--- config.mk ---
export PLATFORM = sky130hd
export DESIGN_NAME = rom_stream_loader_flat
export DESIGN_NICKNAME = d
export VERILOG_FILES = /design/src/rtl/rom_stream_loader_if.sv /design/src/rtl/rom_stream_loader.sv /design/src/flat_wrapper.sv
export SDC_FILE = /design/constraint.sdc
export NUM_CORES = 1
export LEC_CHECK = 0
export CAP_MARGIN = 25
export CORE_MARGIN = 1.5
export CORE_UTILIZATION = 35
export CTS_CLUSTER_DIAMETER = 50
export DETAILED_ROUTE_END_ITERATION = 6
export PLACE_DENSITY = 0.65
export SLEW_MARGIN = 5
export SYNTH_ARGS = -nofsm -noshare
export SYNTH_HDL_FRONTEND = slang
export SYNTH_SLANG_ARGS = --single-unit
export TNS_END_PERCENT = 20
--- constraint.sdc ---
create_clock -name clk -period 2.37 [get_ports clk]
set_input_delay 0.474 -clock clk [delete_from_list [all_inputs] [get_ports clk]]
set_output_delay 0.474 -clock clk [all_outputs]
set_load 0.005 [all_outputs]
--- src/rtl/rom_stream_loader_if.sv ---
// Signal bundle between the ROM stream loader (master) and its environment:
// command byte stream in, read-back byte stream out, and the lookup-memory port.
interface rom_stream_loader_if #(
    parameter int ADDR_W = 10,
    parameter int DATA_W = 8
);
    logic [DATA_W-1:0] in_data;
    logic              in_valid;
    logic              in_ready;
    logic [DATA_W-1:0] out_data;
    logic              out_valid;
    logic              out_ready;
    logic [ADDR_W-1:0] mem_addr;
    logic [DATA_W-1:0] mem_wdata;
    logic              mem_we;
    logic [DATA_W-1:0] mem_rdata;
    logic              busy;
    logic              cmd_err;

    modport master (
        input  in_data, in_valid, out_ready, mem_rdata,
        output in_ready, out_data, out_valid, mem_addr, mem_wdata, mem_we, busy, cmd_err
    );

    modport slave (
        output in_data, in_valid, out_ready, mem_rdata,
        input  in_ready, out_data, out_valid, mem_addr, mem_wdata, mem_we, busy, cmd_err
    );
endinterface

--- src/rtl/rom_stream_loader.sv ---
// Byte-stream command engine that loads and reads back the lookup memory.
// Frames: CMD, ADDR_H, ADDR_L, LEN_H, LEN_L, then LEN data bytes for writes.
module rom_stream_loader #(
    parameter int DEPTH  = 768,
    parameter int ADDR_W = 10,
    parameter int DATA_W = 8
) (
    input logic                 clk,
    input logic                 rst,
    rom_stream_loader_if.master bus
);
    localparam int                HI_W       = ADDR_W - DATA_W;
    localparam logic [ADDR_W-1:0] LAST_ADDR  = ADDR_W'(DEPTH - 1);
    localparam logic [ADDR_W:0]   ADDR_LIMIT = (ADDR_W + 1)'(DEPTH);
    localparam logic [DATA_W-1:0] CMD_WRITE  = DATA_W'(8'h57);
    localparam logic [DATA_W-1:0] CMD_READ   = DATA_W'(8'h52);

    typedef enum logic [2:0] {
        IDLE,
        ADDR_H,
        ADDR_L,
        LEN_H,
        LEN_L,
        WDATA,
        RDATA
    } state_t;

    state_t            r_state, w_stateNext;
    logic              r_isWrite, w_isWriteNext;
    logic              r_suppress, w_suppressNext;
    logic [HI_W-1:0]   r_addrH, w_addrHNext;
    logic [ADDR_W-1:0] r_ptr, w_ptrNext;
    logic [15:0]       r_len, w_lenNext;
    logic [DATA_W-1:0] r_outData, w_outDataNext;
    logic              r_outValid, w_outValidNext;
    logic [DATA_W-1:0] r_memWdata, w_memWdataNext;
    logic              r_memWe, w_memWeNext;
    logic              r_cmdErr, w_cmdErrNext;

    logic              w_inReady;
    logic              w_accept;
    logic              w_load;
    logic [ADDR_W-1:0] w_startAddr;
    logic              w_startBad;

    function automatic logic [ADDR_W-1:0] nextAddr(input logic [ADDR_W-1:0] a);
        return (a == LAST_ADDR) ? '0 : a + 1'b1;
    endfunction

    assign w_inReady   = !rst && (r_state != RDATA);
    assign w_accept    = bus.in_valid && w_inReady;
    assign w_load      = (r_state == RDATA) && !r_memWe && (!r_outValid || bus.out_ready);
    assign w_startAddr = {r_addrH, bus.in_data};
    assign w_startBad  = {1'b0, w_startAddr} >= ADDR_LIMIT;

    always_ff @(posedge clk or posedge rst) begin
        if (rst) begin
            r_state    <= IDLE;
            r_isWrite  <= 1'b0;
            r_suppress <= 1'b0;
            r_addrH    <= '0;
            r_ptr      <= '0;
            r_len      <= '0;
            r_outData  <= '0;
            r_outValid <= 1'b0;
            r_memWdata <= '0;
            r_memWe    <= 1'b0;
            r_cmdErr   <= 1'b0;
        end else begin
            r_state    <= w_stateNext;
            r_isWrite  <= w_isWriteNext;
            r_suppress <= w_suppressNext;
            r_addrH    <= w_addrHNext;
            r_ptr      <= w_ptrNext;
            r_len      <= w_lenNext;
            r_outData  <= w_outDataNext;
            r_outValid <= w_outValidNext;
            r_memWdata <= w_memWdataNext;
            r_memWe    <= w_memWeNext;
            r_cmdErr   <= w_cmdErrNext;
        end
    end

    // Pointer advance and out_valid release happen in any state, so a final
    // write pulse or pending read-back byte can overlap the next header.
    always_comb begin
        w_stateNext    = r_state;
        w_isWriteNext  = r_isWrite;
        w_suppressNext = r_suppress;
        w_addrHNext    = r_addrH;
        w_ptrNext      = r_ptr;
        w_lenNext      = r_len;
        w_outDataNext  = r_outData;
        w_outValidNext = r_outValid;
        w_memWdataNext = r_memWdata;
        w_memWeNext    = 1'b0;
        w_cmdErrNext   = r_cmdErr;

        if (r_memWe) begin
            w_ptrNext = nextAddr(r_ptr);
        end
        if (r_outValid && bus.out_ready) begin
            w_outValidNext = 1'b0;
        end

        unique case (r_state)
            IDLE: begin
                if (w_accept) begin
                    if (bus.in_data == CMD_WRITE) begin
                        w_isWriteNext = 1'b1;
                        w_stateNext   = ADDR_H;
                    end else if (bus.in_data == CMD_READ) begin
                        w_isWriteNext = 1'b0;
                        w_stateNext   = ADDR_H;
                    end else begin
                        w_cmdErrNext = 1'b1;
                    end
                end
            end
            ADDR_H: begin
                if (w_accept) begin
                    w_addrHNext = bus.in_data[HI_W-1:0];
                    w_stateNext = ADDR_L;
                end
            end
            ADDR_L: begin
                if (w_accept) begin
                    w_ptrNext      = w_startAddr;
                    w_suppressNext = w_startBad;
                    if (w_startBad) begin
                        w_cmdErrNext = 1'b1;
                    end
                    w_stateNext = LEN_H;
                end
            end
            LEN_H: begin
                if (w_accept) begin
                    w_lenNext   = {bus.in_data[7:0], 8'h00};
                    w_stateNext = LEN_L;
                end
            end
            LEN_L: begin
                if (w_accept) begin
                    w_lenNext = {r_len[15:8], bus.in_data[7:0]};
                    if ({r_len[15:8], bus.in_data[7:0]} == 16'd0) begin
                        w_stateNext = IDLE;
                    end else if (r_isWrite) begin
                        w_stateNext = WDATA;
                    end else begin
                        w_stateNext = RDATA;
                    end
                end
            end
            WDATA: begin
                if (w_accept) begin
                    w_memWeNext    = !r_suppress;
                    w_memWdataNext = bus.in_data;
                    w_lenNext      = r_len - 16'd1;
                    if (r_len == 16'd1) begin
                        w_stateNext = IDLE;
                    end
                end
            end
            RDATA: begin
                if (w_load) begin
                    w_outDataNext  = r_suppress ? '0 : bus.mem_rdata;
                    w_outValidNext = 1'b1;
                    w_ptrNext      = nextAddr(r_ptr);
                    w_lenNext      = r_len - 16'd1;
                    if (r_len == 16'd1) begin
                        w_stateNext = IDLE;
                    end
                end
            end
            default: w_stateNext = IDLE;
        endcase
    end

    assign bus.in_ready  = w_inReady;
    assign bus.out_data  = r_outData;
    assign bus.out_valid = r_outValid;
    assign bus.mem_addr  = r_ptr;
    assign bus.mem_wdata = r_memWdata;
    assign bus.mem_we    = r_memWe;
    assign bus.cmd_err   = r_cmdErr;
    assign bus.busy      = (r_state != IDLE) || r_outValid || r_memWe;
endmodule

--- src/flat_wrapper.sv ---
// flat-port wrapper written by rule: the top's interface ports become plain ports
module rom_stream_loader_flat 
#(
    parameter int DEPTH  = 768,
    parameter int ADDR_W = 10,
    parameter int DATA_W = 8
)
  (clk, rst, bus_in_data, bus_in_valid, bus_out_ready, bus_mem_rdata, bus_in_ready, bus_out_data, bus_out_valid, bus_mem_addr, bus_mem_wdata, bus_mem_we, bus_busy, bus_cmd_err);
  rom_stream_loader_if #(.ADDR_W(ADDR_W), .DATA_W(DATA_W)) bus_i ();
  input logic clk;
  input logic rst;
  input wire logic [$bits(bus_i.in_data)-1:0] bus_in_data;
  input wire logic [$bits(bus_i.in_valid)-1:0] bus_in_valid;
  input wire logic [$bits(bus_i.out_ready)-1:0] bus_out_ready;
  input wire logic [$bits(bus_i.mem_rdata)-1:0] bus_mem_rdata;
  output wire logic [$bits(bus_i.in_ready)-1:0] bus_in_ready;
  output wire logic [$bits(bus_i.out_data)-1:0] bus_out_data;
  output wire logic [$bits(bus_i.out_valid)-1:0] bus_out_valid;
  output wire logic [$bits(bus_i.mem_addr)-1:0] bus_mem_addr;
  output wire logic [$bits(bus_i.mem_wdata)-1:0] bus_mem_wdata;
  output wire logic [$bits(bus_i.mem_we)-1:0] bus_mem_we;
  output wire logic [$bits(bus_i.busy)-1:0] bus_busy;
  output wire logic [$bits(bus_i.cmd_err)-1:0] bus_cmd_err;
  assign bus_i.in_data = bus_in_data;
  assign bus_i.in_valid = bus_in_valid;
  assign bus_i.out_ready = bus_out_ready;
  assign bus_i.mem_rdata = bus_mem_rdata;
  assign bus_in_ready = bus_i.in_ready;
  assign bus_out_data = bus_i.out_data;
  assign bus_out_valid = bus_i.out_valid;
  assign bus_mem_addr = bus_i.mem_addr;
  assign bus_mem_wdata = bus_i.mem_wdata;
  assign bus_mem_we = bus_i.mem_we;
  assign bus_busy = bus_i.busy;
  assign bus_cmd_err = bus_i.cmd_err;
  rom_stream_loader #(.DEPTH(DEPTH), .ADDR_W(ADDR_W), .DATA_W(DATA_W)) u_core (.clk(clk), .rst(rst), .bus(bus_i));
endmodule
==> metrics.md <==
| Metric | Value |
|---|---|
| Final weighted congestion in routability-driven placement | 0.9081 |
| Final setup TNS | 0 ps |
| Initial cell density of the core | 35.65% |
| Result of the run | finished, final reports clean |
| Net switching power | 1.921 mW |
| Port buffer count | 50 |
| CP top delay family | buffers and inverters |
| Fin Clk Skew | 6.211 ps |
| Crit path time final | 2236 ps |
| Crit path buffers/inverters | 2 |
| Post-Route WL | 9158 microns |
| Kind of end point of the critical path | primary output |
| Gate power share | 49.2% |
| P&R area growth vs syn | 26.65% |
| Wire length of the first global-routing pass | 15230 microns |
| Worst Path Class, Setup | flip-flop to primary output |
| Most used flip-flop cell after synthesis | sky130_fd_sc_hd__dfrtp_1 |
| Leakage | 1.744 nW |
| First drt pass iteration count | 5 |
| Core Region | 0.009153 sq mm |
| Internal Dissipation | 2.769 mW |
| Max_slew headroom | 57.76% |
| Final standard cell count with taps included and fillers excluded | 541 |
| Net Sw Frac | 40.96% |
| Total of flip-flops plus latches after synthesis | 52 |
| Synthesized cell area | 0.003263 sq mm |
| Max Fanout on Critical Path | 21 |
| Total number of vias | 3171 |
| Actual transition at the worst max-transition pin | 630.2 ps |
| PwrDens | 1135 mW/mm^2 |
| Series of cell instances along the critical path | buf_4, and3b_1, nor2_1, clkdlybuf4s50_1 |
| Clock sinks | 52 |
| Setup violators final | 0 |
| Placed cell count | 534 |
| Max_cap viols | 0 |
| Number of antenna diodes | 0 |
| Maximum vdd drop | 0.6472 mV |
| Highest clock frequency the design can meet | 0.4473 GHz |
| Period utilisation layout | 94.34% |
| Sequential share of power | 35.4% |
| Remaining design rule violation count | 0 |
| Setup repair bufs after CTS | 0 |
| Number of slew-limit violations in the final report | 0 |
| Die Ht | 99.56 microns |
| Antenna violations before repair | 0 |
| Count of mapped cells out of synthesis | 371 |
| Die boundary width | 99.56 microns |
| Largest net degree at the start of global routing | 53 |
| Clock network fraction of design power | 15.4% |
| Fraction of registers with async set or reset after synthesis | 100.0% |
| CTS HTree Levels | 2 |
| Share of final-layout standard cells stronger than drive strength 1 | 13.49% |
| Routed WL per cell | 16.93 microns |
| Final cell area excluding filler cells | 0.004133 sq mm |
| Number of failing hold endpoints at the final stage | 0 |
| Standard-cell row count | 35 |
| Total number of nets in the final design | 453 |
| CTS Buffer Depth | 2 |
| Synthesis Warnings | 0 |
| Initial DRC Count | 238 |
| Min-Delay Path Class | flip-flop to flip-flop |
| Layout fillers | 876 |
| Global-route usage over all layers | 19.15% |
| CP Data Required Time | 1900 ps |
| CTS tree | built |
| Clock latency on the worst-skew pair | 310 ps |
| Data arrival at the endpoint of the critical path | 1760 ps |
| CP Launch Type | flip-flop |
| HPWL after detailed placement | 6489 microns |
| Detail Route Antenna Nets | 0 |
| Via count of the first global-routing pass | 2974 |
| I/O pin cnt | 51 |
| Number of flops mapped to enable cells by yosys | 0 |
| Post-detailed-placement cell area | 0.003996 sq mm |
| Unrepaired setup endpoints after global routing | false |
| Unique cell type count in the Yosys netlist | 63 |
| Post-DR vias/cell | 5.861 |
| Clock transition at the register clock pins on the worst setup and hold paths after CTS | 90 ps |
| Worst path max stage delay | 500 ps |
| Mean instance size in the synthesized netlist | 8.795 sq um |
| Cell at the root of the clock tree | sky130_fd_sc_hd__clkbuf_8 |
| TritonCTS Buffers | 5 |
| Net count after synthesis | 394 |
| Floorplan die area | 0.009911 sq mm |
| Total power consumption of the routed design | 4.690 mW |
| Congestion Overflow GR | 0 |
| Slowest stage cell, crit path | sky130_fd_sc_hd__clkdlybuf4s50_1 |
| Register area share after synthesis | 39.88% |
## sequential cells by signal, indices dropped and copies added, names as in the netlist
name and count:
u_core.bus.mem_we 1, u_core.bus.mem_addr 10, u_core.r_state 3, u_core.bus.cmd_err 1, u_core.bus.out_valid 1, u_core.r_isWrite 1, u_core.bus.out_data 8, u_core.bus.mem_wdata 8
u_core.r_suppress 1, u_core.r_addrH 2, u_core.r_len 16
## worst register-to-register path, delay by kind of cell, from the launching register on
family | cells | cell delay [ps]
buf+inv | 1 | 200
flops | 1 | 390
compound gates | 3 | 610
simple gates | 2 | 800
## synth_stat cells (2+ instances only)
master	n	area, sq um
sky130_fd_sc_hd__nand3b_1	8	60.06
sky130_fd_sc_hd__buf_2	8	40.04
sky130_fd_sc_hd__a211o_1	3	26.28
sky130_fd_sc_hd__nor3b_1	5	37.54
sky130_fd_sc_hd__clkbuf_1	10	37.54
sky130_fd_sc_hd__nor2_1	28	105.1
sky130_fd_sc_hd__a22oi_1	7	52.55
sky130_fd_sc_hd__o21ai_0	35	175.2
sky130_fd_sc_hd__nand2_1	42	157.7
sky130_fd_sc_hd__o2bb2ai_1	4	35.03
sky130_fd_sc_hd__nor4_1	6	37.54
sky130_fd_sc_hd__nand3_1	7	35.03
sky130_fd_sc_hd__ha_1	3	37.54
sky130_fd_sc_hd__a211oi_1	7	52.55
sky130_fd_sc_hd__dfrtp_1	52	1301
sky130_fd_sc_hd__a32oi_1	4	35.03
sky130_fd_sc_hd__a21o_1	2	15.01
sky130_fd_sc_hd__and4_1	2	17.52
sky130_fd_sc_hd__o22ai_1	2	12.51
sky130_fd_sc_hd__xnor2_1	2	17.52
sky130_fd_sc_hd__mux2_2	12	135.1
sky130_fd_sc_hd__and3_1	7	43.79
sky130_fd_sc_hd__and3b_1	2	17.52
sky130_fd_sc_hd__nand4_1	4	25.02
sky130_fd_sc_hd__or3_1	3	18.77
sky130_fd_sc_hd__a31oi_1	6	37.54
sky130_fd_sc_hd__nor4_4	2	42.54
sky130_fd_sc_hd__nand2b_1	3	18.77
sky130_fd_sc_hd__a21oi_1	25	125.1
sky130_fd_sc_hd__o211ai_1	3	22.52
sky130_fd_sc_hd__xor2_1	2	17.52
sky130_fd_sc_hd__nor2b_1	4	25.02
sky130_fd_sc_hd__nor3b_2	2	25.02
sky130_fd_sc_hd__nor3_1	15	75.07
sky130_fd_sc_hd__inv_1	10	37.54
sky130_fd_sc_hd__o21ai_1	7	35.03
## logic make-up (layout without fill, tap and decap cells)
logic type,after synthesis,count (layout),synth area share [%]
simple gates,150,150,26.23
compound gates,119,119,23.12
flops,52,52,39.88
buf+inv,30,89,4.103
mux,13,13,4.448
xor+xnor,4,4,1.074
fa+ha+maj,3,3,1.150
## placed cells by master (no fill, tap or decap), types with 3 or more instances in the layout
master	instances
sky130_fd_sc_hd__nand3_1	7
sky130_fd_sc_hd__a32oi_1	4
sky130_fd_sc_hd__a31oi_1	6
sky130_fd_sc_hd__nand2_1	42
sky130_fd_sc_hd__nor2b_1	4
sky130_fd_sc_hd__buf_4	20
sky130_fd_sc_hd__inv_1	9
sky130_fd_sc_hd__nor2_1	28
sky130_fd_sc_hd__a22oi_1	7
sky130_fd_sc_hd__dfrtp_1	52
sky130_fd_sc_hd__o211ai_1	3
sky130_fd_sc_hd__a21oi_1	25
sky130_fd_sc_hd__nand2b_1	3
sky130_fd_sc_hd__clkbuf_8	5
sky130_fd_sc_hd__o21ai_1	7
sky130_fd_sc_hd__ha_1	3
sky130_fd_sc_hd__and3_1	7
sky130_fd_sc_hd__mux2_2	12
sky130_fd_sc_hd__nand4_1	4
sky130_fd_sc_hd__a211oi_1	7
sky130_fd_sc_hd__nor3_1	15
sky130_fd_sc_hd__clkdlybuf4s50_1	49
sky130_fd_sc_hd__a211o_1	3
sky130_fd_sc_hd__o2bb2ai_1	4
sky130_fd_sc_hd__nand3b_1	8
sky130_fd_sc_hd__o21ai_0	35
sky130_fd_sc_hd__nor3b_1	5
sky130_fd_sc_hd__nor4_1	6
## power groups by stage
stage	sequential (mW)	clock [mW]	combinational [mW]
after global placement	1.65	0	2.24
after floorplan	1.57	0	1.47
after global routing	1.73	0.779	2.56
after detailed placement	1.66	0	2.28
final	1.66	0.724	2.31
after CTS	1.65	0.744	2.30
## through the flow
stage                     setup slack [ps]  hold WS, ps  utilization [%]
after global placement               129.6        449.4            43.66
final                                134.3        472.9            45.15
after floorplan                      532.5        462.8                -
after detailed placement             92.22        454.4            43.66
after CTS                            7.234        476.9            45.13
after global routing                 36.20        500.7            45.15
## final timing paths
kind                                                 to              startpoint  slack, ps  depth (start not counted)
worst max-delay path                       bus_in_ready       u_core.r_state[2]        130                          4
worst min-delay path             u_core.bus.out_data[3]  u_core.bus.out_data[3]        470                          2
worst max register to register   u_core.bus.mem_addr[9]       u_core.r_state[0]        280                          6
worst min register to register   u_core.bus.out_data[3]  u_core.bus.out_data[3]        470                          2
max in group asynchronous       u_core.bus.mem_wdata[3]                     rst       1470                          3
min in group asynchronous               u_core.r_len[8]                     rst        660                          3
## repair_timing
action / 4_1_cts / 5_1_grt
resized for setup: 1 / 1
setup endpoints to repair: 1 / 1
hold buffers: 0 / 0
hold endpoints to repair: 0 / 0
## final cells by class
type                       count  area [sq um]  share of cell area, %
multi-input combinational    289          1833                  44.35
sequential                    52          1301                  31.49
timing repair buffer          72         693.2                  16.77
tap                          111         138.9                  3.361
clock buffer                   5         68.82                  1.665
clock inverter                 2         60.06                  1.453
inverter                      10         37.54                 0.9083
## metal layers
layer  global-route usage [%]  share of wire, %  vias to the layer above
met5                        0                 0                        -
met4                    5.850               1.6                        0
li1                         -                 -                     1506
met2                    31.09                47                      126
met1                    26.68                45                     1529
met3                    2.460               6.4                       10
Note: power is estimated with default switching activity, not from simulation.
==> RTL change (same flow settings) <==
`ADDR_W` is set to 10 in 3 places; all go to 9.
--- a/src/rtl/rom_stream_loader_if.sv
+++ b/src/rtl/rom_stream_loader_if.sv
@@ -1,7 +1,7 @@
 // Signal bundle between the ROM stream loader (master) and its environment:
 // command byte stream in, read-back byte stream out, and the lookup-memory port.
 interface rom_stream_loader_if #(
-    parameter int ADDR_W = 10,
+    parameter int ADDR_W = 9,
     parameter int DATA_W = 8
 );
     logic [DATA_W-1:0] in_data;
--- a/src/rtl/rom_stream_loader.sv
+++ b/src/rtl/rom_stream_loader.sv
@@ -2,7 +2,7 @@
 // Frames: CMD, ADDR_H, ADDR_L, LEN_H, LEN_L, then LEN data bytes for writes.
 module rom_stream_loader #(
     parameter int DEPTH  = 768,
-    parameter int ADDR_W = 10,
+    parameter int ADDR_W = 9,
     parameter int DATA_W = 8
 ) (
     input logic                 clk,
--- a/src/flat_wrapper.sv
+++ b/src/flat_wrapper.sv
@@ -2,7 +2,7 @@
 module rom_stream_loader_flat 
 #(
     parameter int DEPTH  = 768,
-    parameter int ADDR_W = 10,
+    parameter int ADDR_W = 9,
     parameter int DATA_W = 8
 )
   (clk, rst, bus_in_data, bus_in_valid, bus_out_ready, bus_mem_rdata, bus_in_ready, bus_out_data, bus_out_valid, bus_mem_addr, bus_mem_wdata, bus_mem_we, bus_busy, bus_cmd_err);
Interface: changed (resized bus_mem_addr); port bits go from 51 to 50. No check against the original RTL was run, so the function may have changed too.
==> RTL change against the unedited design <==
  * Hold slack improved by 0.032 ns
  * Area after synthesis decreased by 6.1%
  * Non-clock buffer count increased by 1
  * Worst setup slack got worse by 0.049 ns
  * Cell area decreased by 5.7%
  * Wire length decreased by 2.9%
  * Sequential cell count decreased by 3
  * Power decreased by 4.5%
  * Critical path depth unchanged
  * Critical endpoint unchanged
==> RTL change: results (changes against the unedited design) <==
Worst setup path
  • Reg2Reg Depth: 5 (-1)
  • WP data arrival: 1.81 ns (+0.05 ns)
  • Worst-path maximum fanout: 10 (-52%)
  • CP max stage delay: 0.53 ns (+0.03 ns)

Placement
  • Placer Congestion: 0.8588 (-5.4%)
  • Hpwl dp: 6404 um (-1.3%)
  • Placed Cells incl. Taps: 495 (-7.3%)
  • Number of port buffers: 49 (-2.0%)

Yosys
  • Post-synth top cells: dfrtp_1, nand2_1, nor2_1
  • Mapped Nets: 356 (-9.6%)
  • Yosys cell types: 67 (+6.3%)
  • Post-Synthesis Cells: 333 (-10%)
  • Synth area leaders: dfrtp_1, mux2_2, a21oi_1
  • Seq/Total Area, Yosys: 40.02% (+0.14 points)

Drt
  • Final wirelength: 8895 um (-2.9%)
  • Routed length per instance: 17.68 um (+4.5%)
  • Via Count: 2,885 (-9.0%)
  • 1st-iter DRT viols: 216 (-9.2%)
  • 1st-pass router iterations: 4 (-1)

Final layout
  • Layout Nets: 420 (-7.3%)
  • Share of layout cells above drive strength 1: 16.33% (+2.8 points)
  • Fill count: 815 (-7.0%)

Outcome
  • Status: complete, no violations

Min path
  • Hold Crit Depth: 1 (-1)

Timing
  • Slew Limit Headroom: 60.63% (+2.9 points)
  • Clk_skew: 0.007883 ns (+0.001673 ns)

Clock network
  • Reg clk slew, reported paths: 0.11 ns (+0.02 ns)
  • Skew-Pair Late Insertion Delay: 0.31 ns (about the same)

Global route
  • Gr usage total: 20.08% (+0.93 points)
  • Vias in the first global route: 2,741 (-7.8%)
  • First-pass GRT wire length: 14,230 um (-6.6%)

Power and ir drop
  • Sw power: 1.895 mW (-1.4%)
  • Worst vdd rail ir drop: 0.5119 mV (-21%)
  • Leakage power total: 1.543 nW (-12%)
[RTL change: cell types whose count changed after synthesis, moves of 4 or more]
| cell | before | now |
|---|---|---|
| buf_2 | 8 | 3 |
| nor3_1 | 15 | 9 |
| o22ai_1 | 2 | 6 |
| a22oi_1 | 7 | 11 |
| o21ai_0 | 35 | 21 |
| and3_1 | 7 | 2 |
| nand2_1 | 42 | 27 |
| a211oi_1 | 7 | 1 |
| mux2_2 | 12 | 17 |
| nand3b_1 | 8 | 2 |
[RTL change: what timing repair did]
item,in CTS,in global routing
setup buffers,0,0
gates resized for setup,1,2
setup endpoints to repair,1,3
[RTL change: worst max-delay path, delay by kind of cell (launching register included)]
| family | cells | cell delay, ns |
|---|---|---|
| flops | 1 | 0.37 |
| simple gates | 2 | 0.42 |
| buf+inv | 2 | 0.70 |
[RTL change: stage by stage]
step / setup WS (ns) / total power, mW / area (um2)
3_3_place_gp: -0.05628 / 3.860 / 3792
3_5_place_dp: -0.1419 / 3.918 / 3792
6_report: 0.08495 / 4.478 / 3899
5_1_grt: 0.01953 / 4.826 / 3899
4_1_cts: 0.001596 / 4.476 / 3892
2_1_floorplan: 0.4971 / 3.029 / 3064
[RTL change: path summary, 6_finish.rpt]
path,from,end,slack [ns]
setup / recovery,u_core.r_state[0],bus_in_ready,0.08
hold / removal,u_core.bus.cmd_err,u_core.bus.cmd_err,0.51
setup reg to reg,u_core.r_len[10],u_core.r_state[1],0.27
hold reg to reg,u_core.bus.cmd_err,u_core.bus.cmd_err,0.51
max in group asynchronous,rst,u_core.r_len[11],1.18
min in group asynchronous,rst,u_core.bus.out_data[7],0.66
[RTL change: kinds of logic after synthesis]
kind of cell               after synthesis  synth area share (%)
AOI/OAI and AO/OA                      109                 22.91
xor gates and xnor gates                 8                 2.287
adders and majority gates                3                 1.225
buffers and inverters                   27                 4.165
DFF                                     49                 40.02
muxes                                   19                 6.901
and+or+nand+nor                        118                 22.50
[RTL change: layer usage]
layer  vias to the layer above  share of wire (%)  track usage [%]
met1                      1408                 46            29.81
met5                         -                  0                0
met3                         9                5.9            3.130
met2                        91                 46            28.61
li1                       1377                  -                -
met4                         0                1.7            8.575
[RTL change: power groups by stage]
stage                     Combinational (mW)  Sequential [mW]  Clock, mW
after global routing                    2.66             1.58      0.589
after floorplan                         1.58             1.45          0
after global placement                  2.35             1.51          0
after CTS                               2.40             1.52      0.558
final                                   2.41             1.52      0.548
after detailed placement                2.39             1.53          0
[RTL change: area by class of cell]
class	instances	share of cell area, %
clock buffers	5	1.765
clock inverters	3	0.7381
inverters	11	1.059
multi-input cells	257	44.03
flip-flops and latches	49	31.45
well taps	105	3.370
repair buffers	73	17.59
